**config.mk**
```make
export PLATFORM = sky130hd
export DESIGN_NAME = pipeline_controller
export DESIGN_NICKNAME = d
export VERILOG_FILES = /design/src/rtl/pipeline_controller.sv
export SDC_FILE = /design/constraint.sdc
export NUM_CORES = 1
export LEC_CHECK = 0
export ABC_AREA = 1
export CAP_MARGIN = 10
export CORE_ASPECT_RATIO = 0.75
export CORE_MARGIN = 8
export CORE_UTILIZATION = 49
export DETAILED_ROUTE_END_ITERATION = 12
export GPL_ROUTABILITY_DRIVEN = 0
export PLACE_DENSITY = 0.8
export REMOVE_ABC_BUFFERS = 1
export SETUP_SLACK_MARGIN = 0.05
export SYNTH_ARGS = -nofsm -noshare
export SYNTH_HDL_FRONTEND = slang
export SYNTH_SLANG_ARGS = --single-unit
```
**constraint.sdc**
```tcl
create_clock -name clk -period 2.3 [get_ports clk]
set_clock_uncertainty 0.05 [all_clocks]
set_input_delay 0.575 -clock clk [delete_from_list [all_inputs] [get_ports clk]]
set_output_delay 0.575 -clock clk [all_outputs]
set_load 0.005 [all_outputs]
```
**src/rtl/pipeline_controller.sv**
```systemverilog
// Hazard/stall/flush controller for a 5-stage pipeline: combinational stage enables from state and inputs.
// Latency: outputs follow inputs in the same cycle; a memory stall freezes every stage and resumes the pre-stall state.
module pipeline_controller #(
    parameter int REGISTER_INDEX_WIDTH = 5,
    parameter int FLUSH_CYCLES         = 2,
    parameter int COUNTER_WIDTH        = 16
) (
    input  logic                            clk,
    input  logic                            reset,
    input  logic [REGISTER_INDEX_WIDTH-1:0] id_src1_addr,
    input  logic [REGISTER_INDEX_WIDTH-1:0] id_src2_addr,
    input  logic                            id_uses_src2,
    input  logic [REGISTER_INDEX_WIDTH-1:0] ex_dst_addr,
    input  logic                            ex_mem_read,
    input  logic                            ex_branch_taken,
    input  logic                            mem_access,
    input  logic                            dcache_ready,
    input  logic                            icache_ready,
    output logic                            pc_write_en,
    output logic                            if_id_write_en,
    output logic                            if_id_flush,
    output logic                            id_ex_write_en,
    output logic                            id_ex_bubble,
    output logic                            ex_mem_write_en,
    output logic [1:0]                      state_out,
    output logic [COUNTER_WIDTH-1:0]        stall_cycles_out,
    output logic [COUNTER_WIDTH-1:0]        flush_count_out
);

    typedef enum logic [1:0] {
        RUN      = 2'd0,
        FLUSH    = 2'd1,
        MEM_WAIT = 2'd2
    } state_t;

    localparam logic [3:0] FLUSH_INIT = 4'(FLUSH_CYCLES - 1);

    state_t                   state_q, state_d;
    state_t                   saved_q, saved_d;
    state_t                   eff_state;
    logic [3:0]               remain_q, remain_d;
    logic [COUNTER_WIDTH-1:0] stall_q, stall_d;
    logic [COUNTER_WIDTH-1:0] flush_q, flush_d;
    logic                     load_use;
    logic                     mem_stall;

    assign load_use = ex_mem_read && (ex_dst_addr != '0) &&
                      ((ex_dst_addr == id_src1_addr) ||
                       (id_uses_src2 && (ex_dst_addr == id_src2_addr)));
    assign mem_stall = mem_access && !dcache_ready;

    // MEM_WAIT is transparent once the stall clears: the saved state governs that very cycle.
    assign eff_state = (state_q == MEM_WAIT) ? saved_q : state_q;

    assign stall_cycles_out = stall_q;
    assign flush_count_out  = flush_q;

    always_comb begin
        pc_write_en     = 1'b0;
        if_id_write_en  = 1'b0;
        if_id_flush     = 1'b0;
        id_ex_write_en  = 1'b0;
        id_ex_bubble    = 1'b0;
        ex_mem_write_en = 1'b0;
        state_out       = RUN;
        state_d         = state_q;
        saved_d         = saved_q;
        remain_d        = remain_q;
        stall_d         = stall_q;
        flush_d         = flush_q;

        if (reset) begin
            if (mem_stall) begin
                state_out = MEM_WAIT;
                state_d   = MEM_WAIT;
                saved_d   = eff_state;
                stall_d   = (&stall_q) ? stall_q : stall_q + 1'b1;
            end else if (eff_state == FLUSH) begin
                pc_write_en     = 1'b1;
                if_id_write_en  = 1'b1;
                if_id_flush     = 1'b1;
                id_ex_write_en  = 1'b1;
                id_ex_bubble    = 1'b1;
                ex_mem_write_en = 1'b1;
                state_out       = FLUSH;
                remain_d        = remain_q - 4'd1;
                state_d         = (remain_q == 4'd1) ? RUN : FLUSH;
                saved_d         = RUN;
            end else begin
                pc_write_en     = 1'b1;
                if_id_write_en  = 1'b1;
                id_ex_write_en  = 1'b1;
                ex_mem_write_en = 1'b1;
                state_out       = RUN;
                state_d         = RUN;
                saved_d         = RUN;
                if (ex_branch_taken) begin
                    if_id_flush  = 1'b1;
                    id_ex_bubble = 1'b1;
                    flush_d      = (&flush_q) ? flush_q : flush_q + 1'b1;
                    if (FLUSH_CYCLES > 1) begin
                        state_d  = FLUSH;
                        remain_d = FLUSH_INIT;
                    end
                end else if (load_use) begin
                    pc_write_en    = 1'b0;
                    if_id_write_en = 1'b0;
                    id_ex_bubble   = 1'b1;
                end else if (!icache_ready) begin
                    pc_write_en = 1'b0;
                    if_id_flush = 1'b1;
                end
            end
        end
    end

    always_ff @(posedge clk or negedge reset) begin
        if (!reset) begin
            state_q  <= RUN;
            saved_q  <= RUN;
            remain_q <= 4'd0;
            stall_q  <= '0;
            flush_q  <= '0;
        end else begin
            state_q  <= state_d;
            saved_q  <= saved_d;
            remain_q <= remain_d;
            stall_q  <= stall_d;
            flush_q  <= flush_d;
        end
    end

endmodule

```
==> run_summary.xml, run 1 <==
<?xml version="1.0" encoding="UTF-8"?>
<metrics>
  <group name="status">
    <metric name="run_status" unit="">finished, final reports clean</metric>
  </group>
  <group name="synthesis">
    <metric name="synth-async-reset-ratio" unit="">1.00</metric>
    <metric name="yosys_most_used_dff" unit="">sky130_fd_sc_hd__dfrtp_1</metric>
    <metric name="adder_cell_area_share_of_the_yosys_netlist" unit="">0.0202</metric>
    <metric name="ys_top_cells_by_area" unit="">sky130_fd_sc_hd__dfrtp_1 (40%), sky130_fd_sc_hd__nand2_1 (17%), sky130_fd_sc_hd__inv_1 (7.3%)</metric>
    <metric name="yosys.area_share.simple" unit="">0.331</metric>
    <metric name="synthDistinctLibCells" unit="">30</metric>
    <metric name="ys_seq_area_frac" unit="">0.404</metric>
    <metric name="synth_top_area_cell" unit="">sky130_fd_sc_hd__dfrtp_1</metric>
    <metric name="synth.yosys.warnings" unit="">0</metric>
    <metric name="post_synth_instance_area" unit="µm²">2470</metric>
    <metric name="avgSynthCellArea" unit="µm²">7.28</metric>
    <metric name="synth.top_cell.area_share" unit="">0.404</metric>
    <metric name="synth_xor_area_frac" unit="">0.0920</metric>
    <metric name="synth_top_family_by_area" unit="">simple AND/OR/NAND/NOR gates</metric>
    <metric name="synthCells" unit="">340</metric>
    <metric name="synth_edf_count" unit="">0</metric>
    <metric name="synth-seq-cells" unit="">40</metric>
    <metric name="synth-compound-area-share" unit="">0.0556</metric>
    <metric name="multiplexer_area_fraction_after_synthesis" unit="">0</metric>
  </group>
  <group name="final_layout">
    <metric name="postLayoutCoreUtil" unit="">0.708</metric>
    <metric name="diodes" unit="">0</metric>
    <metric name="final_design_area_no_fill" unit="µm²">3450</metric>
    <metric name="finalNetCount" unit="">459</metric>
    <metric name="final_layout_size_suffix_gt1_frac" unit="">0.182</metric>
    <metric name="fin_cells" unit="">493</metric>
    <metric name="final_common_cell" unit="">sky130_fd_sc_hd__nand2_1</metric>
    <metric name="flow.area_growth_from_synthesis" unit="%">39.3</metric>
    <metric name="most-common-layout-cells" unit="">sky130_fd_sc_hd__nand2_1 (107), sky130_fd_sc_hd__inv_1 (43), sky130_fd_sc_hd__dfrtp_1 (40)</metric>
  </group>
  <group name="worst_setup_path">
    <metric name="timing.rr.start" unit="">state_q[0]</metric>
    <metric name="critical_path_required" unit="ps">1670</metric>
    <metric name="critical_path_class" unit="">flop to primary output</metric>
    <metric name="register_to_register_setup_slack" unit="ps">200</metric>
    <metric name="crit_family" unit="">flip-flops</metric>
    <metric name="r2r_end" unit="">state_q[0]</metric>
    <metric name="critPathArrivalTime" unit="ps">1570</metric>
    <metric name="critical_path.n_buffers_inverters" unit="">2</metric>
    <metric name="critPathCaptureType" unit="">primary output</metric>
    <metric name="critPathMaxFanout" unit="">5</metric>
    <metric name="critical_path.most_common_cell" unit="">sky130_fd_sc_hd__nand2_2</metric>
    <metric name="cp_cell_sequence" unit="">o21ai_2, and2_4, nand2_2, nand2_2, inv_2, nand2_1, clkdlybuf4s15_2</metric>
    <metric name="worst_reg2reg_path_depth" unit="">14</metric>
    <metric name="timing.critical_path.slowest_stage_cell" unit="">sky130_fd_sc_hd__dfrtp_1</metric>
    <metric name="cp-start-kind" unit="">flop</metric>
    <metric name="max_stage_delay" unit="ps">420</metric>
  </group>
  <group name="clock_tree">
    <metric name="clk_root_buffer_cell" unit="">sky130_fd_sc_hd__clkbuf_8</metric>
    <metric name="cts_max_path_bufs" unit="">2</metric>
    <metric name="tritoncts.num_buffers" unit="">5</metric>
    <metric name="holdBufCountCts" unit="">0</metric>
    <metric name="clock_h_tree_levels" unit="">2</metric>
    <metric name="clk-insertion-delay-late" unit="ps">300</metric>
    <metric name="clk_pin_slew_worst_paths" unit="ps">80</metric>
    <metric name="cts_tree" unit="">built</metric>
    <metric name="cts_num_sinks" unit="">40</metric>
  </group>
  <group name="grt">
    <metric name="grt_antenna_before_repair" unit="">0</metric>
    <metric name="grtUsageMet2" unit="">0.277</metric>
    <metric name="grt_first_pass_wirelength" unit="mm">11.1</metric>
    <metric name="grt_start_max_net_pins" unit="">44</metric>
    <metric name="grtUsageMet1" unit="">0.218</metric>
    <metric name="globalRoute.totalOverflow" unit="">0</metric>
    <metric name="groute.usage.overall" unit="">0.175</metric>
    <metric name="first_global_vias" unit="">2370</metric>
    <metric name="globalRoute.busiestLayer" unit="">met2</metric>
    <metric name="grt.met3_usage" unit="">0.0561</metric>
  </group>
  <group name="timing">
    <metric name="period_utilization" unit="">0.956</metric>
    <metric name="count_of_final_setup_violators" unit="">0</metric>
    <metric name="rsz0062_at_grt" unit="">false</metric>
    <metric name="maxSlewHeadroom" unit="">0.648</metric>
    <metric name="timing.fmax" unit="MHz">455</metric>
    <metric name="worst-slew-pin-transition" unit="ps">528</metric>
    <metric name="finalWorstPathRequiredPeriod" unit="ps">2200</metric>
    <metric name="timing.final.hold_violations" unit="">0</metric>
    <metric name="finalMaxSlewViolations" unit="">0</metric>
  </group>
  <group name="drt">
    <metric name="count_of_nets_left_with_antenna_violations_after_detail_routing" unit="">0</metric>
    <metric name="remaining_drc_errors" unit="">0</metric>
    <metric name="drt_first_iter_violations" unit="">113</metric>
    <metric name="firstDrtPassIters" unit="">4</metric>
    <metric name="wl" unit="mm">6.49</metric>
    <metric name="routedWlPerCell" unit="µm">13.2</metric>
    <metric name="route.vias.total" unit="">2419</metric>
    <metric name="drt-vias-per-instance" unit="">4.91</metric>
  </group>
  <group name="min_path">
    <metric name="min-delay-path-class" unit="">input port to async pin</metric>
  </group>
  <group name="place">
    <metric name="place.detailed.hpwl" unit="mm">4.70</metric>
    <metric name="placedCellCount" unit="">477</metric>
    <metric name="numPortBuffers" unit="">62</metric>
    <metric name="detailed_place.area" unit="µm²">3280</metric>
  </group>
  <group name="die">
    <metric name="die_x" unit="µm">98.1</metric>
    <metric name="boundaryPins" unit="">63</metric>
    <metric name="floorplan.die_area" unit="µm²">7600</metric>
    <metric name="placementRows" unit="">22</metric>
    <metric name="core" unit="µm²">4870</metric>
    <metric name="initial_core_utilization" unit="">0.508</metric>
    <metric name="die_h" unit="µm">77.5</metric>
  </group>
  <group name="power">
    <metric name="p_total" unit="mW">2.69</metric>
    <metric name="power.density_cell_area" unit="nW/µm²">780</metric>
    <metric name="power.static_leakage" unit="nW">1.69</metric>
    <metric name="power.ir.vdd_worst" unit="mV">0.600</metric>
  </group>
  <group name="run">
    <metric name="timing.max_cap.violations" unit="">0</metric>
  </group>
</metrics>
-- Yosys cell counts (2+ instances only) --
library cell,count
sky130_fd_sc_hd__nor2_1,31
sky130_fd_sc_hd__nand4_1,8
sky130_fd_sc_hd__buf_6,2
sky130_fd_sc_hd__xor2_1,15
sky130_fd_sc_hd__ha_1,4
sky130_fd_sc_hd__inv_1,48
sky130_fd_sc_hd__o21ai_0,16
sky130_fd_sc_hd__a21oi_1,2
sky130_fd_sc_hd__nand3_2,3
sky130_fd_sc_hd__nand3_1,15
sky130_fd_sc_hd__o22ai_1,3
sky130_fd_sc_hd__dfrtp_1,40
sky130_fd_sc_hd__inv_2,4
sky130_fd_sc_hd__nor3_1,6
sky130_fd_sc_hd__xnor2_1,11
sky130_fd_sc_hd__nand3b_1,2
sky130_fd_sc_hd__nor3_2,2
sky130_fd_sc_hd__nand2_1,113
sky130_fd_sc_hd__o21ai_1,4
-- cell type report --
cell class,count,area (µm²)
clock buffers,6,72.6
fillers,395,1420
inverters,53,201
multi-input cells,242,1270
flip-flops and latches,40,1000
repair buffers,90,788
clock inverters,2,35.0
well taps,60,75.1
-- how the worst max path moves through the flow --
stage,startpoint,to,slack (ps),depth (start not counted)
after floorplan,mem_access,stall_cycles_out[11],280,6
after global placement,ex_dst_addr[3],pc_write_en,-540,9
after detailed placement,ex_dst_addr[2],pc_write_en,-590,9
after CTS,ex_dst_addr[3],if_id_write_en,50,11
after global routing,state_q[1],id_ex_bubble,20,8
final,state_q[0],id_ex_bubble,100,7
-- where the power goes --
part	leakage (nW)	internal (mW)	switching [mW]	total [mW]
Sequential	0.511	0.866	0.178	1.04
Clock	0.0552	0.322	0.256	0.578
Combinational	1.13	0.554	0.513	1.07
Total	1.69	1.74	0.947	2.69
-- logic make-up after synthesis --
| group | after synthesis |
|---|---|
| and+or+nand+nor | 186 |
| buffers and inverters | 58 |
| xor gates and xnor gates | 26 |
| AOI/OAI and AO/OA | 26 |
| adders and majority gates | 4 |
| DFF | 40 |
-- sequential cells by signal, summed over array words and instances (netlist names) --
name / flops
saved_q: 2
state_q: 2
stall_cycles_out: 16
remain_q: 4
flush_count_out: 16
-- tightest hold or removal path, delay by kind of cell --
kind	cells	cell delay, ps
buf+inv	3	660
-- per-stage QoR --
stage | setup TNS, ps | setup slack, ps | hold slack (ps)
after floorplan | 0 | 277 | 229
after global placement | -3200 | -545 | 421
after global routing | 0 | 22.7 | 463
after detailed placement | -3890 | -589 | 427
final | 0 | 101 | 413
after CTS | 0 | 51.9 | 436
-- timing repair --
action / in CTS / in global routing
setup buffers: 8 / 0
pin swaps: 15 / 22
gates cloned: 0 / 0
resized for setup: 57 / 20
endpoints found under the setup margin: 8 / 5
-- layer usage --
metal / share of wire / up-vias
li1: - / 1240
met2: 0.47 / 58
met4: 0.025 / 0
met1: 0.44 / 1106
met5: 0 / -
met3: 0.058 / 15
Power figures use the tool's default switching activity.
==> run 2, diff against run 1 <==
--- a/config.mk
+++ b/config.mk
@@ -5,13 +5,13 @@
 export SDC_FILE = /design/constraint.sdc
 export NUM_CORES = 1
 export LEC_CHECK = 0
-export ABC_AREA = 1
 export CAP_MARGIN = 10
 export CORE_ASPECT_RATIO = 0.75
-export CORE_MARGIN = 8
-export CORE_UTILIZATION = 49
+export CORE_MARGIN = 1.5
+export CORE_UTILIZATION = 47
 export DETAILED_ROUTE_END_ITERATION = 12
 export GPL_ROUTABILITY_DRIVEN = 0
+export HOLD_SLACK_MARGIN = 0.02
 export PLACE_DENSITY = 0.8
 export REMOVE_ABC_BUFFERS = 1
 export SETUP_SLACK_MARGIN = 0.05
==> run 2 against run 1 <==
Highest routed layer unchanged. Critical endpoint is now if_id_flush. Die area down 37%. Non-clock buffer count grew 3. Sequential share of layout area grew 3.7 points. Largest power group is now sequential cells. The flow now finishes with violations (setup timing).
==> run_summary.xml, run 2 <==
<?xml version="1.0" encoding="UTF-8"?>
<metrics>
  <group name="status">
    <metric name="run_status" unit="">finished with violations</metric>
    <metric name="violations" unit="">setup timing</metric>
  </group>
  <group name="synthesis">
    <metric name="post_synth_instance_area" unit="µm²">2070</metric>
    <metric name="yosysMostFrequentCell" unit="">sky130_fd_sc_hd__dfrtp_1</metric>
    <metric name="synth.yosys.warnings" unit="">0</metric>
    <metric name="ys_seq_area_frac" unit="">0.484</metric>
    <metric name="avgSynthCellArea" unit="µm²">10.6</metric>
    <metric name="synth-async-reset-ratio" unit="">1.00</metric>
    <metric name="synth-seq-cells" unit="">40</metric>
    <metric name="synth_edf_count" unit="">0</metric>
    <metric name="synthCells" unit="">195</metric>
    <metric name="yosys-top-cells-count" unit="">sky130_fd_sc_hd__dfrtp_1 (40), sky130_fd_sc_hd__xnor2_1 (23), sky130_fd_sc_hd__xor2_1 (17), sky130_fd_sc_hd__nand2_1 (15), sky130_fd_sc_hd__nor2_1 (14)</metric>
    <metric name="synth.top_cell.area_share" unit="">0.484</metric>
    <metric name="ys_top_cells_by_area" unit="">sky130_fd_sc_hd__dfrtp_1 (48%), sky130_fd_sc_hd__xnor2_1 (9.7%), sky130_fd_sc_hd__xor2_1 (7.2%)</metric>
    <metric name="yosys_most_used_dff" unit="">sky130_fd_sc_hd__dfrtp_1</metric>
    <metric name="synthDistinctLibCells" unit="">41</metric>
    <metric name="synth_top_area_cell" unit="">sky130_fd_sc_hd__dfrtp_1</metric>
  </group>
  <group name="drt">
    <metric name="routedWlPerCell" unit="µm">14.0</metric>
    <metric name="drt-vias-per-instance" unit="">5.19</metric>
    <metric name="detail_route.wirelength.met1" unit="mm">2.33</metric>
    <metric name="count_of_nets_left_with_antenna_violations_after_detail_routing" unit="">0</metric>
    <metric name="detailroute.wirelength.met2" unit="mm">2.25</metric>
    <metric name="remaining_drc_errors" unit="">0</metric>
    <metric name="drt_first_iter_violations" unit="">92</metric>
    <metric name="route.vias.total" unit="">1801</metric>
    <metric name="firstDrtPassIters" unit="">5</metric>
    <metric name="met3_wirelength" unit="µm">243</metric>
    <metric name="route.top_layer_used" unit="">met4</metric>
    <metric name="wl" unit="mm">4.87</metric>
  </group>
  <group name="die">
    <metric name="die_x" unit="µm">79.6</metric>
    <metric name="initial_core_utilization" unit="">0.501</metric>
    <metric name="floorplan.die_area" unit="µm²">4810</metric>
    <metric name="placementRows" unit="">20</metric>
    <metric name="boundaryPins" unit="">63</metric>
    <metric name="die_h" unit="µm">60.5</metric>
    <metric name="core" unit="µm²">4130</metric>
  </group>
  <group name="timing">
    <metric name="final.setup.worst_slack" unit="ps">-165</metric>
    <metric name="period_utilization" unit="">1.07</metric>
    <metric name="timing.fmax" unit="MHz">406</metric>
    <metric name="finalWorstPathRequiredPeriod" unit="ps">2470</metric>
    <metric name="finalMaxSlewViolations" unit="">0</metric>
    <metric name="count_of_final_setup_violators" unit="">4</metric>
    <metric name="maxSlewHeadroom" unit="">0.752</metric>
    <metric name="rsz0062_at_grt" unit="">true</metric>
    <metric name="fin_hold_ws" unit="ps">375</metric>
    <metric name="worst-slew-pin-transition" unit="ps">367</metric>
    <metric name="timing.final.hold_violations" unit="">0</metric>
  </group>
  <group name="min_path">
    <metric name="min-delay-path-class" unit="">input port to async pin</metric>
  </group>
  <group name="place">
    <metric name="numPortBuffers" unit="">62</metric>
    <metric name="placement.setup.worst_slack" unit="ps">-906</metric>
    <metric name="place.detailed.hpwl" unit="mm">3.59</metric>
  </group>
  <group name="worst_setup_path">
    <metric name="critical_path_required" unit="ps">1670</metric>
    <metric name="critPathArrivalTime" unit="ps">1840</metric>
    <metric name="timing.rr.start" unit="">stall_cycles_out[0]</metric>
    <metric name="r2r_end" unit="">stall_cycles_out[4]</metric>
    <metric name="register_to_register_setup_slack" unit="ps">360</metric>
    <metric name="worst_reg2reg_path_depth" unit="">7</metric>
    <metric name="max_stage_delay" unit="ps">320</metric>
    <metric name="critical_path.n_buffers_inverters" unit="">3</metric>
    <metric name="cp_cell_sequence" unit="">buf_6, xor2_1, nor4_2, a32oi_2, buf_4, o21bai_1, a21oi_1, buf_2</metric>
    <metric name="crit_family" unit="">compound AO/OA/AOI/OAI gates</metric>
    <metric name="critPathMaxFanout" unit="">3</metric>
    <metric name="timing.critical_path.slowest_stage_cell" unit="">sky130_fd_sc_hd__nor4_2</metric>
    <metric name="critical_path_class" unit="">input port to primary output</metric>
    <metric name="critPathCaptureType" unit="">primary output</metric>
    <metric name="cp-start-kind" unit="">input port</metric>
  </group>
  <group name="final_layout">
    <metric name="diodes" unit="">0</metric>
    <metric name="flow.area_growth_from_synthesis" unit="%">47.9</metric>
    <metric name="final_layout_size_suffix_gt1_frac" unit="">0.243</metric>
    <metric name="finalNetCount" unit="">318</metric>
    <metric name="final_common_cell" unit="">sky130_fd_sc_hd__dfrtp_1</metric>
    <metric name="most-common-layout-cells" unit="">sky130_fd_sc_hd__dfrtp_1 (40), sky130_fd_sc_hd__clkdlybuf4s50_1 (36), sky130_fd_sc_hd__buf_4 (29)</metric>
  </group>
  <group name="grt">
    <metric name="first_global_vias" unit="">1748</metric>
    <metric name="globalRoute.totalOverflow" unit="">0</metric>
    <metric name="grt_start_max_net_pins" unit="">24</metric>
    <metric name="grt_antenna_before_repair" unit="">0</metric>
    <metric name="groute.usage.overall" unit="">0.219</metric>
    <metric name="grt_first_pass_wirelength" unit="mm">7.91</metric>
  </group>
  <group name="clock_tree">
    <metric name="clk_root_buffer_cell" unit="">sky130_fd_sc_hd__clkbuf_8</metric>
    <metric name="clock_h_tree_levels" unit="">2</metric>
    <metric name="clk-insertion-delay-late" unit="ps">300</metric>
    <metric name="cts_max_path_bufs" unit="">2</metric>
    <metric name="holdBufCountCts" unit="">0</metric>
    <metric name="cts_num_sinks" unit="">40</metric>
    <metric name="cts_tree" unit="">built</metric>
    <metric name="tritoncts.num_buffers" unit="">5</metric>
    <metric name="clk_pin_slew_worst_paths" unit="ps">80</metric>
  </group>
  <group name="power">
    <metric name="power.density_cell_area" unit="nW/µm²">671</metric>
    <metric name="power.ir.vdd_worst" unit="mV">0.593</metric>
    <metric name="power.static_leakage" unit="nW">1.39</metric>
  </group>
  <group name="run">
    <metric name="timing.max_cap.violations" unit="">0</metric>
  </group>
</metrics>
[run 2: worst max path at each step]
stage                               from          end  slack, ps  cells past startpoint
after floorplan           ex_dst_addr[1]  pc_write_en         30                      4
after global placement    ex_dst_addr[1]  pc_write_en       -900                      7
after detailed placement  ex_dst_addr[1]  pc_write_en       -910                      7
after CTS                 ex_dst_addr[2]  if_id_flush       -150                      9
after global routing      ex_dst_addr[3]  if_id_flush       -230                      8
final                     ex_dst_addr[3]  if_id_flush       -170                      8
[run 2: layer usage]
metal,vias up,global-route usage
met5,-,0
met4,0,0.0802
met3,9,0.0511
met2,44,0.341
met1,862,0.304
li1,886,-
[run 2: final cells by class]
type	count	area [µm²]
Clock buffer	6	82.6
Clock inverter	2	10.0
Fill cell	299	1070
Inverter	6	22.5
Multi-Input combinational cell	145	1090
Sequential cell	40	1000
Tap cell	55	68.8
Timing Repair Buffer	93	790
[run 2: per-stage QoR]
stage	power, mW	cell area (µm²)	std cells	TNS (ps)	utilization
2_1_floorplan	1.21	2050	191	0	-
3_3_place_gp	1.56	2930	334	-4650	0.708
3_5_place_dp	1.58	2930	334	-4940	0.708
4_1_cts	2.05	3010	346	-525	0.728
5_1_grt	2.18	3060	347	-808	0.742
6_report	2.05	3060	347	-519	0.742
[run 2: tightest hold or removal path: stages]
cell and delay (ps):
sky130_fd_sc_hd__buf_2 120, sky130_fd_sc_hd__buf_4 140, sky130_fd_sc_hd__buf_4 260
[run 2: logic make-up after synthesis]
family / after synthesis / synth area share
DFF: 40 / 0.484
buffers and inverters: 10 / 0.0224
AOI/OAI and AO/OA: 24 / 0.0919
muxes: 2 / 0.0109
adders and majority gates: 4 / 0.0242
and+or+nand+nor: 75 / 0.198
xor gates and xnor gates: 40 / 0.169
[run 2: power by group]
group	total, mW	internal (mW)	switching (mW)
clock network	0.484	0.239	0.244
registers	0.980	0.823	0.157
logic	0.591	0.357	0.234
total	2.05	1.42	0.635
[run 2: timing repair]
item                       in CTS  in global routing
pin swaps                      17                  9
gates resized for setup        74                 12
hold endpoints to repair        0                  0
setup endpoints to repair       8                  8
buffers inserted                4                  1
